File: src/rtl/fetch_stage.sv
// Instruction-fetch stage: owns the PC, drives the instruction-memory address and
// registers the returned word into the IF/ID pipeline register for decode.
module fetch_stage #(
    parameter logic [31:0] RESET_PC   = 32'h0000_0000,
    parameter int unsigned IMEM_WORDS = 256,
    parameter logic [31:0] NOP_WORD   = 32'h0000_0000
) (
    input  logic        Clk_40,
    input  logic        Rst_40,
    input  logic        Stall_40,
    input  logic        Flush_40,
    input  logic        BranchTaken_40,
    input  logic [31:0] BranchTarget_40,
    input  logic        Jump_40,
    input  logic [31:0] JumpTarget_40,
    input  logic [31:0] Instruction_40,
    output logic [31:0] Address_40,
    output logic [31:0] IFID_Instruction_40,
    output logic [31:0] IFID_PCPlus4_40,
    output logic        IFID_Valid_40,
    output logic        AddrFault_40,
    output logic        Misalign_40,
    output logic [31:0] FetchCount_40
);

    logic [31:0] pc_q, pc_d;
    logic [31:0] instr_q, instr_d;
    logic [31:0] pc_plus4_q, pc_plus4_d;
    logic        valid_q, valid_d;
    logic        addr_fault_q, addr_fault_d;
    logic        misalign_q, misalign_d;
    logic [31:0] fetch_count_q, fetch_count_d;

    logic        redirect;
    logic [31:0] redirect_target;
    logic [31:0] pc_plus4;
    logic        out_of_range;

    assign pc_plus4        = pc_q + 32'd4;
    assign redirect        = BranchTaken_40 | Jump_40;
    assign redirect_target = BranchTaken_40 ? BranchTarget_40 : JumpTarget_40;
    assign out_of_range    = (pc_q >> 2) >= IMEM_WORDS;

    always_comb begin
        pc_d          = pc_q;
        instr_d       = instr_q;
        pc_plus4_d    = pc_plus4_q;
        valid_d       = valid_q;
        addr_fault_d  = addr_fault_q;
        misalign_d    = misalign_q;
        fetch_count_d = fetch_count_q;

        // Redirects take priority over a stall so a resolved branch is never lost.
        if (redirect) begin
            pc_d = {redirect_target[31:2], 2'b00};
            if (redirect_target[1:0] != 2'b00) begin
                misalign_d = 1'b1;
            end
        end else if (!Stall_40) begin
            pc_d = pc_plus4;
        end

        if (Flush_40 || redirect) begin
            instr_d = NOP_WORD;
            valid_d = 1'b0;
        end else if (!Stall_40) begin
            if (out_of_range) begin
                instr_d      = NOP_WORD;
                valid_d      = 1'b0;
                addr_fault_d = 1'b1;
            end else begin
                instr_d       = Instruction_40;
                pc_plus4_d    = pc_plus4;
                valid_d       = 1'b1;
                fetch_count_d = fetch_count_q + 32'd1;
            end
        end
    end

    always_ff @(posedge Clk_40 or negedge Rst_40) begin
        if (!Rst_40) begin
            pc_q          <= RESET_PC;
            instr_q       <= NOP_WORD;
            pc_plus4_q    <= 32'd0;
            valid_q       <= 1'b0;
            addr_fault_q  <= 1'b0;
            misalign_q    <= 1'b0;
            fetch_count_q <= 32'd0;
        end else begin
            pc_q          <= pc_d;
            instr_q       <= instr_d;
            pc_plus4_q    <= pc_plus4_d;
            valid_q       <= valid_d;
            addr_fault_q  <= addr_fault_d;
            misalign_q    <= misalign_d;
            fetch_count_q <= fetch_count_d;
        end
    end

    assign Address_40          = pc_q;
    assign IFID_Instruction_40 = instr_q;
    assign IFID_PCPlus4_40     = pc_plus4_q;
    assign IFID_Valid_40       = valid_q;
    assign AddrFault_40        = addr_fault_q;
    assign Misalign_40         = misalign_q;
    assign FetchCount_40       = fetch_count_q;

endmodule

File: config.mk
export PLATFORM = sky130hd
export DESIGN_NAME = fetch_stage
export DESIGN_NICKNAME = d
export VERILOG_FILES = /design/src/rtl/fetch_stage.sv
export SDC_FILE = /design/constraint.sdc
export NUM_CORES = 1
export LEC_CHECK = 0
export CORE_MARGIN = 1
export CORE_UTILIZATION = 42
export CTS_BUF_LIST = sky130_fd_sc_hd__clkbuf_8
export DETAILED_ROUTE_END_ITERATION = 12
export PLACE_DENSITY = 0.8
export REMOVE_ABC_BUFFERS = 1
export SLEW_MARGIN = 10
export SYNTH_ARGS = -nofsm -noshare
export SYNTH_HDL_FRONTEND = slang
export SYNTH_SLANG_ARGS = --single-unit
File: constraint.sdc
create_clock -name Clk_40 -period 1.8 [get_ports Clk_40]
set_input_delay 0.18 -clock Clk_40 [delete_from_list [all_inputs] [get_ports Clk_40]]
set_output_delay 0.18 -clock Clk_40 [all_outputs]
set_load 0.03 [all_outputs]
==> flow_summary.ini, run 1 <==
[sta]
drv_slew = 0
max_freq_mhz = 516
finalCriticalPeriod_ps = 1940
timing.final.ws_setup_ps = -140
fin_skew_ps = 15.2
finalHoldWorstSlack_ps = 49.8
grt_setup_unrepaired = true
hold_violations = 0
post-route-period-util_pct = 108
setup_viol = 91

[power]
p_per_area_nw_per_um2 = 689
pwr-share-seq_pct = 42.3
clkPwrFrac_pct = 38.2
p_leak_nw = 4.78
p_int_mw = 5.01
p_sw_share_pct = 30.3
combinationalPowerShare_pct = 19.6
ir_worst_vdd_uv = 461
switching_power_mw = 2.18

[synth]
syn_avg_cell_area_um2 = 10.3
synthMuxAreaShare_pct = 0.702
synth_adder_area_share_pct = 0.602
synth_top_area_share_pct = 51.0
netlist_instances = 603
async_flop_share_pct = 100
ys_warn_count = 0
synth-simple-area-share_pct = 20.2
synth_seq_area_share_pct = 51.0
syn_area_um2 = 6240
yosys-top-cells-count = dfrtp_1, a21oi_1, nand2_1
synth.most_common_cell = dfrtp_1
yosysUniqueCellTypes = 54
synthXorXnorAreaFrac_pct = 6.30
synth_ff_type = dfrtp_1
yosysTopAreaCell = dfrtp_1
synth_top_family_by_area = simple AND/OR/NAND/NOR gates
ys_ff_latch = 127
synthTopCellsByArea = dfrtp_1, xnor2_1, a22o_1
synth-compound-area-share_pct = 17.3
synth_enable_flop_cells = 0

[clock_network]
cts_num_sinks = 127
cts_buffer_depth = 2
clk_latency_ps = 480
clockRootBuffer = clkbuf_8
cts_made_buffers = 17
path_clk_slew_ps = 80
htreeDepth = 4
cts_tree = yes

[setup_path]
crit_type = reg2reg
arrival_ps = 2290
path_max_fanout = 6
end_kind = flip-flop
worst_ep_required_time_ps = 2150
startpoint_type = flip-flop

[finish]
instances_no_fill = 1118
nets = 1026
fin_area_um2 = 10400
syn2layout_area_growth_pct = 67.4
nFillCells = 1025
layout-drive-gt1-share_pct = 24.1
num_antenna_cells = 0

[placement]
dp_cells = 1069
post-dp-hpwl_mm = 14.2
port_buffers = 228
placed_cell_area_um2 = 9340
place.gp.congestion = 0.891

[grt]
grt-ovfl-total = 0
track_usage_pct = 26.5
grt_pass1_wl_mm = 30.7
antenna_found_initial = 0
grt_max_degree = 64
grt_pass1_vias = 6037

[flow_run]
drv_cap = 0

[routing]
vias = 6119
viasPerCell = 5.47
wl_mm = 20.5
ant_nets = 0
post-route-drc-count = 0
drtIter0Drc = 406
drtPass1Iterations = 5
routedWlPerCell_um = 18.3

[floorplanning]
rows = 44
boundaryPins = 233
start_util_pct = 42.9
die_w_um = 124
die-area_um2 = 15300
fp.dieH_um = 124
fp.coreArea_um2 = 14500

[run_status]
violations = negative setup slack
status = finished with violations

[hold_path]
hp-class = in2async
-- worst paths after layout --
check | slack, ps | endpoint | cells past startpoint | startpoint
worst max register to register | -140 | FetchCount_40[1] | 8 | Address_40[22]
worst max-delay path | -140 | FetchCount_40[1] | 8 | Address_40[22]
min in group Clk_40 | 300 | Address_40[3] | 3 | BranchTarget_40[3]
worst min-delay path | 50 | FetchCount_40[24] | 2 | Rst_40
worst min register to register | 480 | IFID_Valid_40 | 1 | IFID_Valid_40
max in group asynchronous | 1180 | Address_40[10] | 3 | Rst_40
-- area by class of cell --
type | instances | area, um2 | share of cell area, %
clock buffers | 17 | 234 | 2.24
clock inverters | 15 | 205 | 1.96
inverters | 11 | 41.3 | 0.395
multi-input cells | 425 | 3160 | 30.3
flip-flops and latches | 127 | 3180 | 30.4
well taps | 184 | 230 | 2.20
repair buffers | 339 | 3390 | 32.5
-- critical path, stage by stage (launching register included) --
cell and delay [ps]:
dfrtp_1 410, nor4_4 280, buf_4 160, nand4_4 130
buf_6 150, nor2_4 110, buf_12 130, buf_12 130
mux2_4 310
-- what timing repair did --
item | 4_1_cts | 5_1_grt
hold endpoints to repair | 127 | 0
endpoints found under the setup margin | 144 | 118
buffers inserted | 7 | 2
pin swaps | 29 | 14
hold buffers | 1 | 0
gates cloned | 6 | 3
gates resized for setup | 78 | 74
-- per-layer routing --
layer	up-vias	wire length (um)	global-route usage, %	share of wire, %
met5	-	0	0	0
met4	0	495	11.0	2.4
met3	41	1390	6.82	6.8
met2	249	10600	44.5	52
met1	3019	8060	32.1	39
li1	2810	-	-	-
-- per-stage QoR --
stage	total power [mW]	utilization, %	worst slack (ps)	TNS [ps]
floorplan	3.64	-	-1430	-98290
global placement	4.47	64.3	-441	-36370
detailed placement	4.50	64.3	-456	-36460
CTS	7.17	69.5	-152	-6430
global route	7.46	71.9	-238	-15950
finish	7.19	71.9	-140	-5890
-- cells by family (layout without fill, tap and decap cells) --
logic type | Yosys count | count (layout)
compound gates | 161 | 161
other cells | 1 | 4
fa+ha+maj | 3 | 3
xor+xnor | 44 | 44
buf+inv | 54 | 382
flops | 127 | 127
mux | 4 | 4
simple gates | 209 | 209
-- cell usage in the layout (no fill, tap or decap), types with 20 or more instances in the layout --
| master | synthesis | routed |
|---|---|---|
| a21oi_1 | 53 | 46 |
| nor2_1 | 30 | 22 |
| a22o_1 | 33 | 33 |
| buf_4 | 6 | 84 |
| o21ai_0 | 23 | 22 |
| clkdlybuf4s50_1 | 0 | 177 |
| nand4_1 | 20 | 20 |
| xnor2_1 | 35 | 35 |
| nand2_1 | 44 | 42 |
| dlygate4sd2_1 | 0 | 42 |
| dfrtp_1 | 127 | 126 |
-- power groups by stage --
stage                     Combinational (mW)  Sequential, mW  Clock (mW)
after floorplan                        0.336            3.31           0
after CTS                               1.38            3.03        2.76
after detailed placement                1.42            3.07           0
after global placement                  1.41            3.07           0
final                                   1.41            3.04        2.75
after global routing                    1.51            3.05        2.90
-- flip-flops by register name (all words and copies together), names as in the netlist --
name and cells:
FetchCount_40 32, IFID_Instruction_40 32, Address_40 30, IFID_PCPlus4_40 30, AddrFault_40 1, IFID_Valid_40 1, Misalign_40 1
No activity file was read; power rests on OpenSTA's default activity.
==> run 2, diff against run 1 <==
- ABC_AREA: unset -> 1
- CORE_MARGIN: 1 -> 2
- CORE_UTILIZATION: 42 -> 60
- DONT_BUFFER_PORTS: unset -> 1
- PLACE_DENSITY: 0.8 -> 0.79
==> flow_summary.ini, run 2 <==
[clock_network]
clockRootBuffer = clkbuf_8
path_clk_slew_ps = 80
post_cts_buffers = 0
cts_tree = yes
clk_latency_ps = 450
htreeDepth = 4
cts_buffer_depth = 2
cts_num_sinks = 127
cts_made_buffers = 17

[setup_path]
slowest_delay_ps = 570
crit_chain = dlygate4sd3_1 -> nor3_2 -> dlygate4sd3_1 -> o31ai_1 -> dlygate4sd3_1
crit_top_cell = dlygate4sd3_1
end_kind = flip-flop
critPathSlowestCell = dlygate4sd3_1
path_max_fanout = 1
worst_ep_required_time_ps = 2130
startpoint_type = primary input
arrival_ps = 2070
crit_type = in2reg

[finish]
syn2layout_area_growth_pct = 31.1
instances_no_fill = 1256
final_cell_mix = nand2_1, dfrtp_1, nor2_1, inv_1, dlygate4sd3_1
final_common_cell = nand2_1
layout-drive-gt1-share_pct = 11.8
fin_util_pct = 79.7
nets = 1204

[power]
combinationalPowerShare_pct = 15.6
ir_worst_vdd_uv = 630
p_sw_share_pct = 28.0
clkPwrFrac_pct = 39.8
fin_total_pwr_mw = 6.83
pwr-share-seq_pct = 44.6
switching_power_mw = 1.91
p_per_area_nw_per_um2 = 760
p_int_mw = 4.92
p_leak_nw = 4.27

[routing]
post-route-drc-count = 0
vias = 7092
wl_mm = 21.5
ant_nets = 0
viasPerCell = 5.65
routedWlPerCell_um = 17.1
drtPass1Iterations = 7
drtIter0Drc = 633

[floorplanning]
start_util_pct = 60.8
rows = 39
die-area_um2 = 12300
boundaryPins = 233
fp.dieH_um = 111
die_w_um = 111
fp.coreArea_um2 = 11300

[sta]
hold_violations = 127
timing.final.ws_setup_ps = 55.5
max_freq_mhz = 573
post-route-period-util_pct = 96.9
finalCriticalPeriod_ps = 1740
setup_viol = 0
fin_skew_ps = 10.2
relSlewSlack_pct = 64.9
drv_slew = 0
worst_slew_pin_slew_ps = 526
finalHoldWorstSlack_ps = -574

[grt]
track_usage_pct = 34.7
grt-ovfl-total = 0
grt_pass1_wl_mm = 34.0
grt_max_degree = 128
grt_pass1_vias = 6995
antenna_found_initial = 0

[synth]
synth_top_area_share_pct = 46.4
synthXorXnorAreaFrac_pct = 3.32
syn_area_um2 = 6850
synth-compound-area-share_pct = 9.61
synth_ff_type = dfrtp_1
yosysTopAreaCell = dfrtp_1
synth.most_common_cell = nand2_1
yosysUniqueCellTypes = 30
syn_avg_cell_area_um2 = 7.28
yosys-top-cells-count = nand2_1, nor2_1, dfrtp_1
ys_warn_count = 0
netlist_instances = 941
async_flop_share_pct = 100
synth_seq_area_share_pct = 46.4
ys_ff_latch = 127
synth_adder_area_share_pct = 0.548
synth_enable_flop_cells = 0
synth_top_family_by_area = simple AND/OR/NAND/NOR gates
synthTopCellsByArea = dfrtp_1, nand2_1, nor2_1
synthMuxAreaShare_pct = 0
synth-simple-area-share_pct = 31.6

[placement]
post-dp-hpwl_mm = 13.4
dp_cells = 1134
place.gp.congestion = 0.945
port_buffers = 0
pre_cts_slack_ps = 49.3

[run_status]
violations = negative hold slack
status = finished with violations

[flow_run]
drv_cap = 0

[hold_path]
hp-class = in2async
==> run 2: changes by cell type after synthesis, moves of 11 or more <==
cell      delta
nand3_1     +14
a221oi_1    +21
o21a_1      -11
inv_1       +92
nor2b_1     -29
o21ai_0     +23
a21oi_1     -29
a22o_1      -33
xnor2_1     -26
nand3b_1    +14
and3_1      -11
nor2_1      +98
nand2_1    +288
==> run 2: path summary, 6_finish.rpt <==
check                              startpoint                endpoint  slack, ps  depth (start not counted)
max                          JumpTarget_40[1]             Misalign_40         60                          5
min                                    Rst_40  IFID_Instruction_40[7]       -570                          0
max reg2reg                    Address_40[13]  IFID_Instruction_40[1]         60                         10
min reg2reg                 FetchCount_40[12]       FetchCount_40[12]        580                          2
max in group asynchronous              Rst_40          Address_40[20]       2190                          0
min in group Clk_40        BranchTarget_40[5]           Address_40[5]         10                          2
==> run 2: power by group through the flow <==
stage	Sequential, mW	Clock (mW)	Combinational (mW)
after floorplan	3.31	0	0.329
after global placement	3.09	0	0.822
after detailed placement	3.10	0	0.834
after CTS	3.04	2.71	1.01
after global routing	3.05	2.85	1.13
final	3.05	2.72	1.06
==> run 2: kinds of logic after synthesis <==
logic type / after synthesis
adders and majority gates: 3
xor gates and xnor gates: 26
buffers and inverters: 141
DFF: 127
and+or+nand+nor: 535
AOI/OAI and AO/OA: 108
other: 1
==> run 2: per-stage QoR <==
| stage | TNS, ps | area, um2 |
|---|---|---|
| 3_3_place_gp | 0 | 7600 |
| 5_1_grt | -77.0 | 8980 |
| 2_1_floorplan | -117490 | 6680 |
| 6_report | 0 | 8980 |
| 3_5_place_dp | 0 | 7600 |
| 4_1_cts | 0 | 8910 |
==> run 2: area by class of cell <==
| class | instances | area, um2 |
|---|---|---|
| antenna | 1 | 2.50 |
| clock buffer | 22 | 303 |
| clock inverter | 10 | 134 |
| fill | 751 | 2290 |
| inverter | 104 | 390 |
| multi-input combinational | 676 | 3150 |
| sequential | 127 | 3180 |
| tap | 143 | 179 |
| timing repair buffer | 173 | 1640 |
==> run 2: timing repair <==
item	in CTS	in global routing
endpoints found under the hold margin	189	128
gates resized for setup	0	15
hold buffers	87	2
endpoints found under the setup margin	0	59
==> run 2: layer usage <==
| metal | share of wire (%) | up-vias | GRT usage (%) |
|---|---|---|---|
| met5 | 0 | - | 0 |
| met4 | 4.3 | 0 | 18.0 |
| met3 | 8.6 | 87 | 8.37 |
| met2 | 50 | 442 | 59.6 |
| met1 | 37 | 3287 | 40.4 |
| li1 | - | 3276 | - |
==> run 2: worst max-delay path, delay by kind of cell <==
kind / cells / cell delay (ps)
and+or+nand+nor: 1 / 120
buffers and inverters: 3 / 1710
AOI/OAI and AO/OA: 1 / 60
==> run 3, diff against run 2 <==
- SKIP_LAST_GASP: unset -> 1
==> results of run 3 <==
No change in the layout: final DEF, timing and power equal those of run 2.
